### config.mk
export PLATFORM = sky130hd
export DESIGN_NAME = barker_spreader_flat
export DESIGN_NICKNAME = d
export VERILOG_FILES = /design/src/rtl/barker_spreader_pkg.sv /design/src/rtl/barker_spreader_if.sv /design/src/rtl/barker_spreader_scrambler.sv /design/src/rtl/barker_spreader.sv /design/src/flat_wrapper.sv
export SDC_FILE = /design/constraint.sdc
export NUM_CORES = 1
export LEC_CHECK = 0
export CORE_MARGIN = 2
export CORE_UTILIZATION = 40
export CTS_CLUSTER_DIAMETER = 150
export DETAILED_ROUTE_END_ITERATION = 7
export DONT_BUFFER_PORTS = 1
export GPL_ROUTABILITY_DRIVEN = 0
export PLACE_DENSITY = 0.56
export SYNTH_ARGS = -nofsm -noshare
export SYNTH_HDL_FRONTEND = slang
export SYNTH_SLANG_ARGS = --single-unit
### constraint.sdc
create_clock -name clock -period 1.8 [get_ports clock]
set_clock_uncertainty 0.05 [all_clocks]
set_input_delay 0.36 -clock clock [delete_from_list [all_inputs] [get_ports clock]]
set_output_delay 0.36 -clock clock [all_outputs]
set_load 0.01 [all_outputs]
### src/rtl/barker_spreader_pkg.sv
// Shared DSSS constants for the Barker spreader and the RX despreader.
// Holds the Barker pattern, chip and bit counts, and the 802.11b scrambler seed and taps.
package barker_spreader_pkg;

   localparam int               CHIPS       = 11;
   localparam int               BITS        = 16;
   localparam logic [CHIPS-1:0] BARKER_CODE = 11'b10110111000;
   localparam logic [3:0]       LAST_CHIP   = 4'(CHIPS - 1);
   localparam logic [3:0]       LAST_BIT    = 4'(BITS - 1);
   localparam logic signed [15:0] AMP_DEFAULT = 16'sh2000;

   // Scrambler polynomial z^-7 + z^-4 + 1.
   localparam logic [6:0]       SCR_SEED    = 7'b1101100;
   localparam int               SCR_TAP_A   = 3;
   localparam int               SCR_TAP_B   = 6;

   typedef enum logic {
      IDLE   = 1'b0,
      SPREAD = 1'b1
   } state_t;

endpackage

### src/rtl/barker_spreader_if.sv
// Word input and chip-sample output bundle of the Barker spreader.
// The master side is tx_buffer/tx_chain; the slave side is the spreader.
interface barker_spreader_if;

   logic [15:0]        data_in;
   logic               data_valid;
   logic               data_ready;
   logic signed [15:0] i_out;
   logic signed [15:0] q_out;
   logic               strobe_out;

   modport master (
      output data_in, data_valid,
      input  data_ready, i_out, q_out, strobe_out
   );

   modport slave (
      input  data_in, data_valid,
      output data_ready, i_out, q_out, strobe_out
   );

endinterface

### src/rtl/barker_spreader_scrambler.sv
// 802.11b self-synchronizing scrambler (dsss_scrambler); exists only when
// BARKER_SPREADER_SCRAMBLER_EN is defined.
`ifdef BARKER_SPREADER_SCRAMBLER_EN
module barker_spreader_scrambler
   import barker_spreader_pkg::*;
(
   input  logic clock,
   input  logic reset,
   input  logic seed_load,
   input  logic advance,
   input  logic din,
   output logic dout
);

   logic [6:0] r;

   assign dout = din ^ r[SCR_TAP_A] ^ r[SCR_TAP_B];

   always_ff @(posedge clock) begin
      if (reset || seed_load) begin
         r <= SCR_SEED;
      end else if (advance) begin
         r <= {r[5:0], dout};
      end
   end

endmodule
`endif

### src/rtl/barker_spreader.sv
// 802.11b 1 Mbps DBPSK Barker spreader: 16-bit words in, one I/Q chip per strobe out.
// Optional scrambler in front of the differential encoder: BARKER_SPREADER_SCRAMBLER_EN.
//
// state  | meaning
// IDLE   | no word in flight; loads hold into shift when hold is full
// SPREAD | emitting 11 chips per bit on each strobe_in, LSB first
module barker_spreader
   import barker_spreader_pkg::*;
#(
   parameter logic signed [15:0] AMP    = AMP_DEFAULT,
   parameter logic [CHIPS-1:0]   BARKER = BARKER_CODE
) (
   input  logic clock,
   input  logic reset,
   input  logic enable,
   input  logic strobe_in,
   input  logic clear_status,
   output logic busy,
   output logic underrun,
   barker_spreader_if.slave bus
);

   state_t      state;
   logic [15:0] hold;
   logic [15:0] shift;
   logic        hold_full;
   logic        phase;
   logic [3:0]  chip_idx;
   logic [3:0]  bit_idx;
   logic        payload_bit;
   logic        phase_next;
   logic        chip;
   logic        wr;

   assign bus.data_ready = ~hold_full;
   assign bus.q_out      = '0;
   assign busy           = (state == SPREAD);
   assign wr             = bus.data_valid & ~hold_full;
   assign phase_next     = (chip_idx == 4'd0) ? (phase ^ payload_bit) : phase;
   assign chip           = BARKER[LAST_CHIP - chip_idx] ^ phase_next;

`ifdef BARKER_SPREADER_SCRAMBLER_EN
   logic scr_advance;
   assign scr_advance = (state == SPREAD) & strobe_in & enable & (chip_idx == 4'd0);

   barker_spreader_scrambler u_dsss_scrambler (
      .clock     (clock),
      .reset     (reset),
      .seed_load (~enable),
      .advance   (scr_advance),
      .din       (shift[0]),
      .dout      (payload_bit)
   );
`else
   assign payload_bit = shift[0];
`endif

   always_ff @(posedge clock) begin
      if (reset) begin
         state      <= IDLE;
         hold       <= '0;
         hold_full  <= 1'b0;
         shift      <= '0;
         phase      <= 1'b0;
         chip_idx   <= '0;
         bit_idx    <= '0;
         underrun   <= 1'b0;
         bus.i_out  <= '0;
         bus.strobe_out <= 1'b0;
      end else begin
         bus.strobe_out <= 1'b0;
         if (clear_status) begin
            underrun <= 1'b0;
         end

         if (!enable) begin
            // Shift contents are dropped; a word waiting in hold survives.
            state     <= IDLE;
            shift     <= '0;
            phase     <= 1'b0;
            chip_idx  <= '0;
            bit_idx   <= '0;
            bus.i_out <= '0;
         end else begin
            case (state)
               IDLE: begin
                  bus.i_out <= '0;
                  if (hold_full) begin
                     shift     <= hold;
                     hold_full <= 1'b0;
                     chip_idx  <= '0;
                     bit_idx   <= '0;
                     state     <= SPREAD;
                  end
               end
               SPREAD: begin
                  if (strobe_in) begin
                     bus.strobe_out <= 1'b1;
                     phase          <= phase_next;
                     bus.i_out      <= chip ? AMP : -AMP;
                     if (chip_idx == LAST_CHIP) begin
                        chip_idx <= '0;
                        bit_idx  <= bit_idx + 4'd1;
                        shift    <= shift >> 1;
                        if (bit_idx == LAST_BIT) begin
                           // Seamless reload, otherwise the last chip is shown once and IDLE zeroes i_out.
                           if (hold_full) begin
                              shift     <= hold;
                              hold_full <= 1'b0;
                           end else begin
                              underrun <= 1'b1;
                              state    <= IDLE;
                           end
                        end
                     end else begin
                        chip_idx <= chip_idx + 4'd1;
                     end
                  end
               end
               default: state <= IDLE;
            endcase
         end

         // A write can only happen while hold is empty, so it never races a drain.
         if (wr) begin
            hold      <= bus.data_in;
            hold_full <= 1'b1;
         end
      end
   end

endmodule
### src/flat_wrapper.sv
// flat-port wrapper written by rule: the top's interface ports become plain ports
module barker_spreader_flat import barker_spreader_pkg::*;
#(
   parameter logic signed [15:0] AMP    = AMP_DEFAULT,
   parameter logic [CHIPS-1:0]   BARKER = BARKER_CODE
)
  (clock, reset, enable, strobe_in, clear_status, busy, underrun, bus_data_in, bus_data_valid, bus_data_ready, bus_i_out, bus_q_out, bus_strobe_out);
  barker_spreader_if bus_i ();
  input  logic clock;
  input  logic reset;
  input  logic enable;
  input  logic strobe_in;
  input  logic clear_status;
  output logic busy;
  output logic underrun;
  input wire logic [$bits(bus_i.data_in)-1:0] bus_data_in;
  input wire logic [$bits(bus_i.data_valid)-1:0] bus_data_valid;
  output wire logic [$bits(bus_i.data_ready)-1:0] bus_data_ready;
  output wire logic [$bits(bus_i.i_out)-1:0] bus_i_out;
  output wire logic [$bits(bus_i.q_out)-1:0] bus_q_out;
  output wire logic [$bits(bus_i.strobe_out)-1:0] bus_strobe_out;
  assign bus_i.data_in = bus_data_in;
  assign bus_i.data_valid = bus_data_valid;
  assign bus_data_ready = bus_i.data_ready;
  assign bus_i_out = bus_i.i_out;
  assign bus_q_out = bus_i.q_out;
  assign bus_strobe_out = bus_i.strobe_out;
  barker_spreader #(.AMP(AMP), .BARKER(BARKER)) u_core (.clock(clock), .reset(reset), .enable(enable), .strobe_in(strobe_in), .clear_status(clear_status), .busy(busy), .underrun(underrun), .bus(bus_i));
endmodule
* Word level (Yosys, flattened, before mapping)
Memories as Yosys holds them, arrays and structs flattened.
Cells that the tools add are included.
** Storage, ports and cells
- Memories kept :: 1
- Input bits :: 22
- Flip-flop bits (word level) :: 61
- Output and inout port bits :: 36
- ROM bits :: 16
** Memories
- (name not given) :: words 16, width 1, read ports 1, clocked after Yosys merged registers in 0, write ports 0, RTL line barker_spreader.sv:40 : assign chip = BARKER[LAST_CHIP - chip_idx] ^ phase_next;
** Cells by class
- Muxes and demuxes :: 37
- Add/subtract/negate cells :: 3
- Equal/unequal tests :: 8
- Bitwise operators :: 6
- Reduce and logical (&&, ||, !) cells :: 8
- $lt $le $gt $ge :: 1
** Operators with widths (number)
- 2-to-1 mux 16 bit :: 7
- one-hot mux 16 bit (2 select lines) :: 2
- 2-to-1 mux 4 bit :: 5
- 2-to-1 mux 1 bit :: 19
- one-hot mux 4 bit (2 select lines) :: 2
- != test 3 bit (second input constant) :: 3
- adder 4 x 1 -> 4 bit (second input constant) :: 2
- == test 4 bit (second input constant) :: 2
- < comparator 4 x 5 -> 1 bit (second input constant) :: 1
- zero test 4 bit :: 1
- != test 2 bit (second input constant) :: 2
- one-hot mux 1 bit (2 select lines) :: 2
- AND reduction 2 bit :: 2
- AND reduction 4 bit :: 1
- subtractor 4 bit (first input constant) :: 1
- inverter 1 bit :: 3
- AND reduction 3 bit :: 1
- OR reduction 3 bit :: 1
- != test 2 x 1 -> 1 bit (second input constant) :: 1
- nonzero test 2 bit :: 1
- OR reduction 2 bit :: 1
- XOR 1 bit :: 2
- bitwise AND 1 bit :: 1

* Depth between registers and ports, before layout
- Depth in word-level cells :: 7
- Depth in mapped cells :: 7
- Gate-level depth less buffers :: 7

* Least setup slack after synthesis
OpenSTA, ideal clock, no wires.
- Path type :: register to register
- Start :: reg u_core.chip_idx[0]
- End :: reg u_core.bus.i_out[14]
- Arrival time :: 1.286 ns
- Required time :: 1.629 ns
- Period minus slack after synthesis :: 1.457 ns
- Path slack :: 0.343 ns
- Stages on the path, launching flop included :: 7
- Path buffers :: 0
- Cell sequence :: dfxtp_1 -> inv_1 -> ha_1 -> mux2i_1 -> mux2i_1 -> xnor2_1 -> o22ai_1
** Between the ends
- Word-level cells in the longest chain between the ends :: 7
** Ends and longest elaborated chain
- start: declaration :: RTL line barker_spreader.sv:28 : logic [3:0] chip_idx;
- start signal: assignment :: RTL line barker_spreader.sv:116 : chip_idx <= chip_idx + 4'd1;
- subtractor 4 bit :: RTL line barker_spreader.sv:40
- memory read (16 x 1 bit)
- 2-to-1 mux 1 bit (implied by the code) :: RTL line barker_spreader.sv:40
- XOR 1 bit * :: RTL line barker_spreader.sv:40
- 2-to-1 mux 16 bit * :: RTL line barker_spreader.sv:100 : bus.i_out <= chip ? AMP : -AMP;
- 2-to-1 mux 16 bit * :: RTL line barker_spreader.sv:97 : if (strobe_in) begin
- one-hot mux 16 bit (2 select lines) * :: RTL line barker_spreader.sv:85 : case (state)
- end signal: assignment :: RTL line barker_spreader.sv:100
- end: declaration :: RTL line barker_spreader_if.sv:19 : output data_ready, i_out, q_out, strobe_out
Every way passes the cells marked *; elsewhere a longest branch is shown, timed or not. The select of a mux whose other input is x is not followed.
A chain may end at the register's enable or synchronous reset.

* Worst setup path after layout
- Start :: reg u_core.chip_idx[1]
- End :: reg u_core.shift[14]
** Between the ends
- Word-level cells in the longest chain between the ends :: 3
** Ends and longest elaborated chain
- == test 4 bit :: RTL line barker_spreader.sv:101 : if (chip_idx == LAST_CHIP) begin
- != test 2 bit (no source line)
- AND reduction 3 bit (no source line)
- end signal: assignment :: RTL line barker_spreader.sv:89 : shift <= hold;
- end signal: assignment :: RTL line barker_spreader.sv:104 : shift <= shift >> 1;
- end signal: assignment :: RTL line barker_spreader.sv:108 : shift <= hold;
- end: declaration :: RTL line barker_spreader.sv:25 : logic [15:0] shift;
No other way between the ends.

==> metrics.yaml <==
final_nets: 305
crit_fanout: 32
p_per_area_nw_per_um2: 857
cts.clk_slew.worst_paths_ns: 0.09
cpPeakStageDelay_ns: 0.43
max-cap-violations: 0
status: "finished, final reports clean"
syn_area_sq_um: 2240
fin_crit_ns: 1.56
ys.warnings.count: 0
firstDrtPassIters: 4
r2r_setup_slack_ns: 0.24
antenna_found_initial: 0
grt-ovfl-total: 0
ir_drop_mv: 0.556
clock_path_buffers: 2
crit_chain: "ha_1 > nand3b_4 > o21ai_4 > buf_12 > o21ai_0 > a31oi_1"
rsz0062_at_grt: "false"
use_met1_pct: 18.8
use_met3_pct: 4.20
ios: 58
io_buffers: 0
hpwl_mm: 2.86
synth_seq_area_share_pct: 42.0
final_util_pct: 41.8
grt_pass1_wl_mm: 7.44
setup_tns_ns: 0
wl_mm: 4.10
postCtsSetupBuffers: 0
ctsHoldBuffers: 0
clkLatencyLatePin_ns: 0.30
num_vias: 1683
min_to: "u_core.hold_full"
hp-class: "input pin to flip-flop"
drtIter0Drc: 48
max_freq_mhz: 643
ys_types: 33
grtUsageTotal_pct: 14.7
syn_inst: 282
cp.arrival_ns: 1.73
core_sq_um: 5470
num_rows: 27
synth_seq_cells: 47
period_share_pct: 86.4
cts-root-buf: "clkbuf_8"
drv_slew: 0
min-delay-start: "reset"
cts_tree: "done"
setup_viol: 0
synthToLayoutAreaGrowth_pct: 2.23
reg2regPathDepth: 6
final_common_cell: "nand2_1"
ant_nets: 0
worstPathRequired_ns: 1.98
crit_path_end_kind: "flip-flop"
syn_avg_cell_area_sq_um: 7.94
initial_core_util_pct: 40.9
whs_path_depth: 1
cts_buffers: 5
critPathSlowestCell: "dfxtp_1"
grt_use_met2_pct: 24.3
timing.hold.ws_ns: 0.0727
die_w_um: 78.8
start_kind: "flip-flop"
die_h_um: 78.8
n_antenna_cell: 0
cp_num_buf_inv: 1
grt_pass1_vias: 1686
grt_max_degree: 33
r2r_end: "u_core.shift[14]"
vias_per_cell: 4.79
busiest_layer: "met2"
power_leakage_nw: 0.882
cts_max_level: 2
dieArea_sq_um: 6210
finalHoldViolCount: 0
wl_per_cell_um: 11.7
drive_gt1_share_pct: 6.45
final_cell_mix: "71 x nand2_1, 46 x dfxtp_1, 29 x conb_1, 25 x a21oi_1, 15 x a31oi_1"
cts.sinks: 47
reg2reg_from: "u_core.chip_idx[1]"
drc: 0
crit_family: "compound AO/OA/AOI/OAI gates"
path_class: "flip-flop to flip-flop"
cp.depth: 6
worst reg2reg max path, cell delays in order, from the launching register on:
cell      delay (ns)
dfxtp_1         0.43
ha_1            0.23
nand3b_4        0.12
o21ai_4         0.22
buf_12          0.19
o21ai_0         0.10
a31oi_1         0.15
through the flow:
step	instances	power, mW	instance area, sq um	worst slack [ns]
global route	351	2.06	2290	0.0919
detailed placement	343	1.31	2190	0.182
CTS	351	1.99	2290	0.156
global placement	343	1.31	2190	0.243
floorplan	310	1.33	2340	0.343
finish	351	1.96	2290	0.245
timing repair:
item,CTS,global route
gates resized for setup,0,1
endpoints found under the setup margin,0,3
hold endpoints to repair,0,0
layout make-up:
cell class	count	area (sq um)
clock inverter	2	16.3
inverter	6	22.5
timing repair buffer	7	65.1
tap	72	90.1
clock buffer	6	82.6
multi-input combinational	211	1070
sequential	47	942
fill	588	3180
flip-flops by register name, indices dropped and copies added (netlist names):
| name | count |
|---|---|
| u_core.bit_idx | 4 |
| u_core.phase | 1 |
| u_core.busy | 1 |
| u_core.hold_full | 1 |
| u_core.underrun | 1 |
| u_core.hold | 16 |
| u_core.bus.strobe_out | 1 |
| u_core.shift | 16 |
| u_core.chip_idx | 4 |
| u_core.bus.i_out | 2 |
kinds of logic after synthesis:
kind of cell	share of synthesized area [%]
compound gates	16.3
fa+ha+maj	2.79
xor+xnor	2.74
other cells	0.167
buf+inv	14.9
simple gates	20.3
flops	42.0
mux	0.894
how the worst max path moves through the flow:
stage,from,to,slack (ns)
floorplan,u_core.chip_idx[0],u_core.bus.i_out[14],0.34
global placement,u_core.chip_idx[0],u_core.hold_full,0.24
detailed placement,u_core.chip_idx[0],u_core.hold_full,0.18
CTS,u_core.chip_idx[0],u_core.hold_full,0.16
global route,u_core.chip_idx[0],u_core.chip_idx[2],0.09
finish,u_core.chip_idx[1],u_core.shift[14],0.24
cells in the mapped netlist (all sizes together):
library cell	count	area (sq um)
a21oi	25	125
a311oi	1	8.76
a31oi	15	93.8
and2	2	12.5
buf	41	292
clkbuf	5	18.8
conb	1	3.75
dfxtp	47	941
ha	5	62.6
inv	6	22.5
mux2i	2	20.0
nand2	71	267
nand2b	3	18.8
nand3	7	35.0
nand3b	1	20.0
nand4	4	25.0
nor2	9	33.8
nor2b	3	18.8
nor3	2	10.0
nor3b	1	7.51
o21a	1	7.51
o21ai	19	106
o21bai	1	7.51
o22ai	1	6.26
o32ai	1	8.76
or3	1	6.26
xnor2	3	26.3
xor2	4	35.0
power by group:
part,total (mW),switching (mW),internal [mW]
Sequential,1.10,0.0235,1.08
Clock,0.678,0.364,0.314
Combinational,0.182,0.123,0.0582
layer usage:
| layer | vias up | routed length (um) |
|---|---|---|
| li1 | 867 | - |
| met1 | 775 | 2020 |
| met2 | 37 | 1840 |
| met3 | 4 | 211 |
| met4 | 0 | 31 |
| met5 | - | 0 |
(Power assumes the default switching activity.)
